File: src/rtl/cha_wr_seq_if.sv
// Requester/slice bundle for the cache slice write sequencer: request side in,
// slice address/enable/pulse side out.
interface cha_wr_seq_if;
   localparam int unsigned ADR_W = 7;
   localparam int unsigned WAY_W = 2;
   localparam int unsigned WAY_N = 4;
   localparam int unsigned WD_W  = 2;
   localparam int unsigned WD_N  = 4;

   // Requesters
   logic               sweep_req_h;
   logic               fill_req_h;
   logic [WAY_W-1:0]   fill_way_h;
   logic [ADR_W-1:0]   fill_adr_h;
   logic               fill_wd_rdy_h;
   logic               wr_req_h;
   logic [WAY_W-1:0]   wr_way_h;
   logic [ADR_W-1:0]   wr_adr_h;
   logic [WD_W-1:0]    wr_wd_h;

   // Slice drive and completion
   logic [ADR_W-1:0]   csh_adr_h;
   logic [WAY_N-1:0]   csh_way_wr_en_l;
   logic [WD_N-1:0]    csh_wr_wd_en_h;
   logic               csh_wr_sel_all_h;
   logic               csh_wr_out_en_l;
   logic               csh_adr_wr_pulse_l;
   logic               csh_wr_wr_pulse_l;
   logic               fill_ack_h;
   logic               wr_ack_h;
   logic               sweep_done_h;
   logic               busy_h;

   modport master (
      output sweep_req_h, fill_req_h, fill_way_h, fill_adr_h, fill_wd_rdy_h,
             wr_req_h, wr_way_h, wr_adr_h, wr_wd_h,
      input  csh_adr_h, csh_way_wr_en_l, csh_wr_wd_en_h, csh_wr_sel_all_h,
             csh_wr_out_en_l, csh_adr_wr_pulse_l, csh_wr_wr_pulse_l,
             fill_ack_h, wr_ack_h, sweep_done_h, busy_h
   );

   modport slave (
      input  sweep_req_h, fill_req_h, fill_way_h, fill_adr_h, fill_wd_rdy_h,
             wr_req_h, wr_way_h, wr_adr_h, wr_wd_h,
      output csh_adr_h, csh_way_wr_en_l, csh_wr_wd_en_h, csh_wr_sel_all_h,
             csh_wr_out_en_l, csh_adr_wr_pulse_l, csh_wr_wr_pulse_l,
             fill_ack_h, wr_ack_h, sweep_done_h, busy_h
   );
endinterface

File: src/rtl/cha_wr_seq.sv
// Write sequencer for one cache directory/data slice: arbitrates sweep, refill
// and core write-hit, giving every write a setup, pulse and hold cycle.
module cha_wr_seq (
   input  logic          clk_h,
   input  logic          reset_h,
   cha_wr_seq_if.slave   bus
);
   localparam int unsigned ADR_W = 7;
   localparam int unsigned WAY_W = 2;
   localparam int unsigned WAY_N = 4;
   localparam int unsigned WD_W  = 2;
   localparam int unsigned WD_N  = 4;

   localparam logic [ADR_W-1:0] SC_LAST = ADR_W'(127);
   localparam logic [WD_W-1:0]  WC_LAST = WD_W'(3);

   typedef enum logic [3:0] {
      IDLE,
      WR_SETUP, WR_PULSE, WR_HOLD,
      FD_SETUP, FD_PULSE, F_WAIT, FW_PULSE, F_DONE,
      SW_SETUP, SW_PULSE
   } state_e;

   typedef struct packed {
      logic [ADR_W-1:0] adr;
      logic [WAY_N-1:0] way_en_l;
      logic [WD_N-1:0]  wd_en;
      logic             sel_all;
      logic             out_en_l;
      logic             adr_pulse_l;
      logic             wr_pulse_l;
      logic             fill_ack;
      logic             wr_ack;
      logic             sweep_done;
      logic             busy;
   } csh_out_t;

   localparam csh_out_t OUT_RST = '{
      adr:         '0,
      way_en_l:    '1,
      wd_en:       '0,
      sel_all:     1'b0,
      out_en_l:    1'b1,
      adr_pulse_l: 1'b1,
      wr_pulse_l:  1'b1,
      fill_ack:    1'b0,
      wr_ack:      1'b0,
      sweep_done:  1'b0,
      busy:        1'b0
   };

   function automatic logic [WAY_N-1:0] onehot4(input logic [WAY_W-1:0] sel);
      onehot4 = 4'b0001 << sel;
   endfunction

   state_e           state_q, state_d;
   logic             sweep_pend_q, sweep_pend_d;
   logic [WD_W-1:0]  wc_q, wc_d;
   logic [ADR_W-1:0] sc_q, sc_d;
   logic [ADR_W-1:0] adr_q, adr_d;
   logic [WAY_W-1:0] way_q, way_d;
   logic [WD_W-1:0]  wd_q, wd_d;
   logic             sweep_done_d;
   csh_out_t         out_q, out_d;

   // State, counters, latched request context and registered slice drive
   always_ff @(posedge clk_h or posedge reset_h) begin
      if (reset_h) begin
         state_q      <= IDLE;
         sweep_pend_q <= 1'b0;
         wc_q         <= '0;
         sc_q         <= '0;
         adr_q        <= '0;
         way_q        <= '0;
         wd_q         <= '0;
         out_q        <= OUT_RST;
      end else begin
         state_q      <= state_d;
         sweep_pend_q <= sweep_pend_d;
         wc_q         <= wc_d;
         sc_q         <= sc_d;
         adr_q        <= adr_d;
         way_q        <= way_d;
         wd_q         <= wd_d;
         out_q        <= out_d;
      end
   end

   // Next state, then outputs decoded from the state being entered
   always_comb begin
      state_d      = state_q;
      sweep_pend_d = sweep_pend_q | bus.sweep_req_h;
      wc_d         = wc_q;
      sc_d         = sc_q;
      adr_d        = adr_q;
      way_d        = way_q;
      wd_d         = wd_q;
      sweep_done_d = 1'b0;

      unique case (state_q)
         IDLE: begin
            if (sweep_pend_d) begin
               state_d      = SW_SETUP;
               sweep_pend_d = 1'b0;
               sc_d         = '0;
            end else if (bus.fill_req_h) begin
               state_d = FD_SETUP;
               wc_d    = '0;
               adr_d   = bus.fill_adr_h;
               way_d   = bus.fill_way_h;
            end else if (bus.wr_req_h) begin
               state_d = WR_SETUP;
               adr_d   = bus.wr_adr_h;
               way_d   = bus.wr_way_h;
               wd_d    = bus.wr_wd_h;
            end
         end
         WR_SETUP: state_d = WR_PULSE;
         WR_PULSE: state_d = WR_HOLD;
         WR_HOLD:  state_d = IDLE;
         FD_SETUP: state_d = FD_PULSE;
         FD_PULSE: state_d = F_WAIT;
         F_WAIT: begin
            if (bus.fill_wd_rdy_h) state_d = FW_PULSE;
         end
         FW_PULSE: begin
            wc_d    = wc_q + WD_W'(1);
            state_d = (wc_q == WC_LAST) ? F_DONE : F_WAIT;
         end
         F_DONE:   state_d = IDLE;
         SW_SETUP: state_d = SW_PULSE;
         SW_PULSE: begin
            sc_d = sc_q + ADR_W'(1);
            if (sc_q == SC_LAST) begin
               state_d      = IDLE;
               sweep_done_d = 1'b1;
            end else begin
               state_d = SW_SETUP;
            end
         end
         default:  state_d = IDLE;
      endcase

      // Index is held across IDLE so the slice address only moves on a new grant
      out_d            = OUT_RST;
      out_d.adr        = out_q.adr;
      out_d.busy       = (state_d != IDLE);
      out_d.sweep_done = sweep_done_d;

      unique case (state_d)
         WR_SETUP, WR_PULSE, WR_HOLD: begin
            out_d.adr        = adr_d;
            out_d.way_en_l   = ~onehot4(way_d);
            out_d.wd_en      = onehot4(wd_d);
            out_d.out_en_l   = 1'b0;
            out_d.wr_pulse_l = (state_d != WR_PULSE);
            out_d.wr_ack     = (state_d == WR_HOLD);
         end
         FD_SETUP, FD_PULSE: begin
            out_d.adr         = adr_d;
            out_d.way_en_l    = ~onehot4(way_d);
            out_d.adr_pulse_l = (state_d != FD_PULSE);
         end
         F_WAIT, FW_PULSE, F_DONE: begin
            // F_DONE is the hold cycle of the last word; wc has already wrapped
            out_d.adr        = adr_d;
            out_d.way_en_l   = ~onehot4(way_d);
            out_d.out_en_l   = 1'b0;
            out_d.wd_en      = onehot4((state_d == F_DONE) ? WC_LAST : wc_d);
            out_d.wr_pulse_l = (state_d != FW_PULSE);
            out_d.fill_ack   = (state_d == F_DONE);
         end
         SW_SETUP, SW_PULSE: begin
            out_d.adr         = sc_d;
            out_d.way_en_l    = '0;
            out_d.sel_all     = 1'b1;
            out_d.adr_pulse_l = (state_d != SW_PULSE);
         end
         default: ;
      endcase
   end

   assign bus.csh_adr_h          = out_q.adr;
   assign bus.csh_way_wr_en_l    = out_q.way_en_l;
   assign bus.csh_wr_wd_en_h     = out_q.wd_en;
   assign bus.csh_wr_sel_all_h   = out_q.sel_all;
   assign bus.csh_wr_out_en_l    = out_q.out_en_l;
   assign bus.csh_adr_wr_pulse_l = out_q.adr_pulse_l;
   assign bus.csh_wr_wr_pulse_l  = out_q.wr_pulse_l;
   assign bus.fill_ack_h         = out_q.fill_ack;
   assign bus.wr_ack_h           = out_q.wr_ack;
   assign bus.sweep_done_h       = out_q.sweep_done;
   assign bus.busy_h             = out_q.busy;
endmodule

File: src/flat_wrapper.sv
// flat-port wrapper written by rule: the top's interface ports become plain ports
module cha_wr_seq_flat 
  (clk_h, reset_h, bus_sweep_req_h, bus_fill_req_h, bus_fill_way_h, bus_fill_adr_h, bus_fill_wd_rdy_h, bus_wr_req_h, bus_wr_way_h, bus_wr_adr_h, bus_wr_wd_h, bus_csh_adr_h, bus_csh_way_wr_en_l, bus_csh_wr_wd_en_h, bus_csh_wr_sel_all_h, bus_csh_wr_out_en_l, bus_csh_adr_wr_pulse_l, bus_csh_wr_wr_pulse_l, bus_fill_ack_h, bus_wr_ack_h, bus_sweep_done_h, bus_busy_h);
  cha_wr_seq_if bus_i ();
  input  logic clk_h;
  input  logic reset_h;
  input wire logic [$bits(bus_i.sweep_req_h)-1:0] bus_sweep_req_h;
  input wire logic [$bits(bus_i.fill_req_h)-1:0] bus_fill_req_h;
  input wire logic [$bits(bus_i.fill_way_h)-1:0] bus_fill_way_h;
  input wire logic [$bits(bus_i.fill_adr_h)-1:0] bus_fill_adr_h;
  input wire logic [$bits(bus_i.fill_wd_rdy_h)-1:0] bus_fill_wd_rdy_h;
  input wire logic [$bits(bus_i.wr_req_h)-1:0] bus_wr_req_h;
  input wire logic [$bits(bus_i.wr_way_h)-1:0] bus_wr_way_h;
  input wire logic [$bits(bus_i.wr_adr_h)-1:0] bus_wr_adr_h;
  input wire logic [$bits(bus_i.wr_wd_h)-1:0] bus_wr_wd_h;
  output wire logic [$bits(bus_i.csh_adr_h)-1:0] bus_csh_adr_h;
  output wire logic [$bits(bus_i.csh_way_wr_en_l)-1:0] bus_csh_way_wr_en_l;
  output wire logic [$bits(bus_i.csh_wr_wd_en_h)-1:0] bus_csh_wr_wd_en_h;
  output wire logic [$bits(bus_i.csh_wr_sel_all_h)-1:0] bus_csh_wr_sel_all_h;
  output wire logic [$bits(bus_i.csh_wr_out_en_l)-1:0] bus_csh_wr_out_en_l;
  output wire logic [$bits(bus_i.csh_adr_wr_pulse_l)-1:0] bus_csh_adr_wr_pulse_l;
  output wire logic [$bits(bus_i.csh_wr_wr_pulse_l)-1:0] bus_csh_wr_wr_pulse_l;
  output wire logic [$bits(bus_i.fill_ack_h)-1:0] bus_fill_ack_h;
  output wire logic [$bits(bus_i.wr_ack_h)-1:0] bus_wr_ack_h;
  output wire logic [$bits(bus_i.sweep_done_h)-1:0] bus_sweep_done_h;
  output wire logic [$bits(bus_i.busy_h)-1:0] bus_busy_h;
  assign bus_i.sweep_req_h = bus_sweep_req_h;
  assign bus_i.fill_req_h = bus_fill_req_h;
  assign bus_i.fill_way_h = bus_fill_way_h;
  assign bus_i.fill_adr_h = bus_fill_adr_h;
  assign bus_i.fill_wd_rdy_h = bus_fill_wd_rdy_h;
  assign bus_i.wr_req_h = bus_wr_req_h;
  assign bus_i.wr_way_h = bus_wr_way_h;
  assign bus_i.wr_adr_h = bus_wr_adr_h;
  assign bus_i.wr_wd_h = bus_wr_wd_h;
  assign bus_csh_adr_h = bus_i.csh_adr_h;
  assign bus_csh_way_wr_en_l = bus_i.csh_way_wr_en_l;
  assign bus_csh_wr_wd_en_h = bus_i.csh_wr_wd_en_h;
  assign bus_csh_wr_sel_all_h = bus_i.csh_wr_sel_all_h;
  assign bus_csh_wr_out_en_l = bus_i.csh_wr_out_en_l;
  assign bus_csh_adr_wr_pulse_l = bus_i.csh_adr_wr_pulse_l;
  assign bus_csh_wr_wr_pulse_l = bus_i.csh_wr_wr_pulse_l;
  assign bus_fill_ack_h = bus_i.fill_ack_h;
  assign bus_wr_ack_h = bus_i.wr_ack_h;
  assign bus_sweep_done_h = bus_i.sweep_done_h;
  assign bus_busy_h = bus_i.busy_h;
  cha_wr_seq u_core (.clk_h(clk_h), .reset_h(reset_h), .bus(bus_i));
endmodule
File: config.mk
export PLATFORM = sky130hd
export DESIGN_NAME = cha_wr_seq_flat
export DESIGN_NICKNAME = d
export VERILOG_FILES = /design/src/rtl/cha_wr_seq_if.sv /design/src/rtl/cha_wr_seq.sv /design/src/flat_wrapper.sv
export SDC_FILE = /design/constraint.sdc
export NUM_CORES = 1
export LEC_CHECK = 0
export CAP_MARGIN = 20
export CORE_MARGIN = 5
export CORE_UTILIZATION = 35
export CTS_CLUSTER_SIZE = 30
export DETAILED_ROUTE_END_ITERATION = 8
export PLACE_DENSITY = 0.69
export SLEW_MARGIN = 0
export SYNTH_ARGS = -nofsm -noshare
export SYNTH_HDL_FRONTEND = slang
export SYNTH_SLANG_ARGS = --single-unit
File: constraint.sdc
create_clock -name clk_h -period 4.3 [get_ports clk_h]
set_input_delay 0.645 -clock clk_h [delete_from_list [all_inputs] [get_ports clk_h]]
set_output_delay 0.645 -clock clk_h [all_outputs]
set_load 0.01 [all_outputs]
# Word-level counts from Yosys, hierarchy flattened
# Index checks and enable logic that the tools add are counted.
# classes
n_addsub,2
n_eq_ne,24
shift,3
muxes,36
n_bitwise,2
reduce_logical,9
# op_table
operator,n
4-bit case mux with 9 select lines,1
7-bit two-way mux,5
"4-bit by 3-bit == test with 1-bit output, second input constant",8
4-bit two-way mux,6
2-bit two-way mux,11
11-bit case mux with 2 select lines,1
"4-bit == test, second input constant",5
7-bit case mux with 2 select lines,1
"4-bit by 2-bit == test with 1-bit output, second input constant",3
"1-bit by 2-bit << shifter with 4-bit output, first input constant",3
"4-bit by 1-bit == test with 1-bit output, second input constant",2
"4-bit by 3-bit inequality test with 1-bit output, second input constant",2
4-bit case mux with 2 select lines,1
8-bit OR reduction,1
"7-bit by 1-bit adder with 7-bit output, second input constant",1
"7-bit == test, second input constant",1
1-bit two-way mux,7
3-bit OR reduction,2
6-bit OR reduction,1
4-bit logical NOT,1
"4-bit by 2-bit inequality test with 1-bit output, second input constant",1
"4-bit inequality test, second input constant",1
4-bit NOT,1
1-bit case mux with 2 select lines,2
7 further kinds,8
# word_totals
reg_bits,48
output_inout_bits,23

# Longest topological paths before layout
# depth
ltp_word,8
mapped_depth,8

# Least setup slack after synthesis
# Ideal clock, no wire load.
# synth_path
path_kind,in2reg
start,input port bus_fill_req_h
end,register u_core.out_q (netlist bit u_core.bus.csh_adr_h[4])
setup_ns,0.140
arrival_time_ns,1.850
required_ns,4.160
slack_ns,2.310
stages,7
path_buffers,1
cell_sequence,nand2b_1 > and3_1 > or2_2 > mux2_4 > buf_4 > nand3_1 > o221ai_1
# synth_between
elab_chain_len,6
# synth_lines
item,line_no,text
from (decl),flat_wrapper.sv:8,input wire logic [$bits(bus_i.fill_req_h)-1:0] bus_fill_req_h;
4-bit two-way mux,cha_wr_seq.sv:106,end else if (bus.fill_req_h) begin
4-bit two-way mux,cha_wr_seq.sv:102,if (sweep_pend_d) begin
4-bit case mux with 9 select lines,cha_wr_seq.sv:100,unique case (state_q)
"4-bit by 1-bit == test with 1-bit output, or another cell as far along",cha_wr_seq.sv:150,unique case (state_d)
8-bit OR reduction (no source line) / 2-bit OR reduction (equally long branches),n/a,
11-bit case mux with 2 select lines / 2-bit nonzero test (equally long branches),n/a,
to (signal assigned),cha_wr_seq.sv:85,out_q <= out_d;
to (decl),cha_wr_seq.sv:64,"csh_out_t out_q, out_d;"
# Parallel ways exist; a longest one is shown, timed or not.
# A chain may end at the register's enable or synchronous reset.

# Worst setup path after layout
# layout_path
start,register u_core.state_q[2]
end,register u_core.out_q (netlist bit u_core.bus.csh_adr_h[0])
# layout_between
elab_chain_len,7
# layout_lines
item,line_no,text
from (decl),cha_wr_seq.sv:56,"state_e state_q, state_d;"
from (signal assigned),cha_wr_seq.sv:78,state_q <= state_d;
4-bit two-way mux,cha_wr_seq.sv:111,end else if (bus.wr_req_h) begin
4-bit two-way mux,cha_wr_seq.sv:106,
4-bit two-way mux,cha_wr_seq.sv:102,
4-bit case mux with 9 select lines,cha_wr_seq.sv:100,
"4-bit by 1-bit == test with 1-bit output, or another cell as far along",cha_wr_seq.sv:150,
8-bit OR reduction (no source line) / 2-bit OR reduction (equally long branches),n/a,
11-bit case mux with 2 select lines / 2-bit nonzero test (equally long branches),n/a,
# Parallel ways exist; a longest one is shown, timed or not.

==> impl_metrics.toml <==
[sta]
rsz0062_at_grt = "no"
slew_viol_final = 0
fin_skew_ns = 0.00782
fmax_mhz = 349
final-hold-violation-count = 0
relSlewSlack = 0.372
min_period_over_period = 0.666
setup_slack_ns = 1.44
worst_pin_slew_ns = 0.939
setup_viol = 0
fin_crit_ns = 2.86
setup-tns-final_ns = 0

[power_and_ir_drop]
ir_worst_vdd_v = 0.000132
leakage_nw = 1.25
p_per_area_mw_per_mm2 = 251

[placed_design]
gp_congestion = 0.776
dp_hpwl_um = 4260
placed_cells = 381
post-place-ws_ns = 1.16
portBuffers = 48
dpl_cell_area_mm2 = 0.00298

[global_routing]
antenna_found_initial = 0
gr-total-overflow = 0
grt_usage = 0.151
grt_pass1_vias = 2044
grt_pass1_wl_um = 10400
grt_max_degree = 49

[detailed_routing]
via_per_inst = 5.24
antenna_left = 0
drt-initial-drc-count = 132
wl_per_cell_um = 15.8
first_pass_iters = 4
vias = 2044
finalWirelength_um = 6140
drc = 0

[die]
die_y_um = 93.3
die_w_um = 93.3
dieArea_mm2 = 0.00871
core_area_mm2 = 0.00679
ioPinCount = 49
row_count = 30
start_util = 0.358

[finish]
final_cell_mix = "clkdlybuf4s50_1, dfrtp_1, nand2_1, nor2_1, a21oi_1"
fin_area_mm2 = 0.00309
area.growth.synth_to_final_pct = 27.3
drive_above_1_share = 0.102
layoutNonFillerInstCount = 390
fin_util = 0.455
final_common_cell = "clkdlybuf4s50_1"
num_antenna_cells = 0
fin_nets = 321

[synthesis]
synth_seq_cells = 48
postSynthCellCount = 248
synthDominantCellAreaShare = 0.422
synth_area_leaders = "dfrtp_1, dfstp_2, nand2_1, a22oi_1, a21oi_1"
synth.avg_cell_area_um2 = 9.80
synthArstFlopShare = 1.00
synth_edf_count = 0
yosysSeqAreaShare = 0.498
synthFlopType = "dfrtp_1"
synth_nets = 276
synth_cell_type_count = 54
synth_area_mm2 = 0.00243
yosysTopAreaCell = "dfrtp_1"
yosys_warnings = 0

[cts]
cts_resized = 0
cts_setup_buffers = 0
clk_latency_ns = 0.30
clockRootBuffer = "clkbuf_8"
htree_levels = 2
clkTransAtPathRegs_ns = 0.09
clock-sinks = 48
cts_tree = "yes"
cts_buffers = 5
clock_path_buffers = 2
cts_hold_buf = 0

[outcome]
status = "completed"

[hold_path]
hp-class = "flip-flop to flip-flop"

[critical_path]
worstSetupPathType = "flip-flop to flip-flop"
arrival_ns = 3.05
crit_path_end_kind = "flip-flop"
required_ns = 4.48
crit_path_start_kind = "flip-flop"
crit_fanout = 15

[flow_run]
maxCapViolations = 0
synth_stat cells (all sizes together) (2+ instances only):
master,instances
a211oi,2
a21oi,15
a221o,5
a22oi,12
a31oi,7
a32oi,2
and2,2
and3,4
buf,10
clkbuf,3
dfrtp,41
dfstp,7
ha,2
inv,10
mux2,3
mux2i,2
nand2,27
nand2b,10
nand3,8
nand3b,2
nand4,5
nand4b,2
nor2,16
nor2b,6
nor3,2
o21ai,17
o21bai,2
o221ai,2
or2,4
or3,2
logic make-up (layout without fill, tap and decap cells):
logic type | after synthesis | count (layout) | share of synthesized area
DFF | 48 | 48 | 0.498
muxes | 5 | 5 | 0.0268
xor gates and xnor gates | 2 | 2 | 0.00721
AOI/OAI and AO/OA | 75 | 75 | 0.210
and+or+nand+nor | 93 | 93 | 0.205
buffers and inverters | 23 | 69 | 0.0427
adders and majority gates | 2 | 2 | 0.0103
report_power, final:
part	switching, W	internal (W)	leakage (nW)
clock	0.000154	0.000131	0.0445
combinational	0.0000176	0.0000231	0.640
sequential	0.0000000000000000000109	0.000451	0.563
total	0.000171	0.000605	1.25
metal layers:
metal	global-route usage	vias to the layer above	routed length, µm
met5	0	-	0
met4	0.0427	0	88
met3	0.0418	7	344
met2	0.225	48	2760
met1	0.215	999	2950
li1	-	990	-
critical path, cell delays in order, from the launching register on:
cell,delay [ns]
dfrtp_1,0.67
nor2b_1,0.27
a32oi_1,0.14
o211ai_1,0.75
nand2_1,0.48
a22oi_1,0.30
a22oi_1,0.12
flip-flops by register name, summed over array words and instances (netlist names):
register and flops:
u_core.adr_q 7, u_core.bus.busy_h 1, u_core.bus.csh_adr_h 7, u_core.bus.csh_adr_wr_pulse_l 1, u_core.bus.csh_way_wr_en_l 4, u_core.bus.csh_wr_out_en_l 1, u_core.bus.csh_wr_sel_all_h 1, u_core.bus.csh_wr_wd_en_h 4
u_core.bus.csh_wr_wr_pulse_l 1, u_core.bus.fill_ack_h 1, u_core.bus.sweep_done_h 1, u_core.bus.wr_ack_h 1, u_core.sc_q 7, u_core.state_q 4, u_core.sweep_pend_q 1, u_core.way_q 2
u_core.wc_q 2, u_core.wd_q 2
stage by stage:
stage / total power [W] / hold WS [ns]
global placement: 0.000499 / 0.477
detailed placement: 0.000499 / 0.480
finish: 0.000777 / 0.508
CTS: 0.000786 / 0.510
global route: 0.000808 / 0.519
floorplan: 0.000471 / 0.450
final timing paths:
check	from	to	slack, ns	depth (start not counted)
min in group asynchronous	reset_h	u_core.bus.csh_wr_wd_en_h[2]$_DFF_PP0_	0.61	2
worst max register to register	u_core.state_q[2]$_DFF_PP0_	u_core.bus.csh_adr_h[0]$_DFFE_PP0P_	1.44	6
worst min-delay path	u_core.wd_q[0]$_DFF_PP0_	u_core.wd_q[0]$_DFF_PP0_	0.51	1
worst max-delay path	u_core.state_q[2]$_DFF_PP0_	u_core.bus.csh_adr_h[0]$_DFFE_PP0P_	1.44	6
worst min register to register	u_core.wd_q[0]$_DFF_PP0_	u_core.wd_q[0]$_DFF_PP0_	0.51	1
max in group asynchronous	reset_h	u_core.bus.csh_way_wr_en_l[3]$_DFF_PP1_	3.14	3
layout make-up:
class | count | area, µm²
inverter | 10 | 37.5
clock inverter | 1 | 7.51
tap | 96 | 120
timing repair buffer | 51 | 515
sequential | 48 | 1210
fill | 638 | 3700
multi-input combinational | 177 | 1120
clock buffer | 7 | 86.3
(Power assumes the default switching activity.)
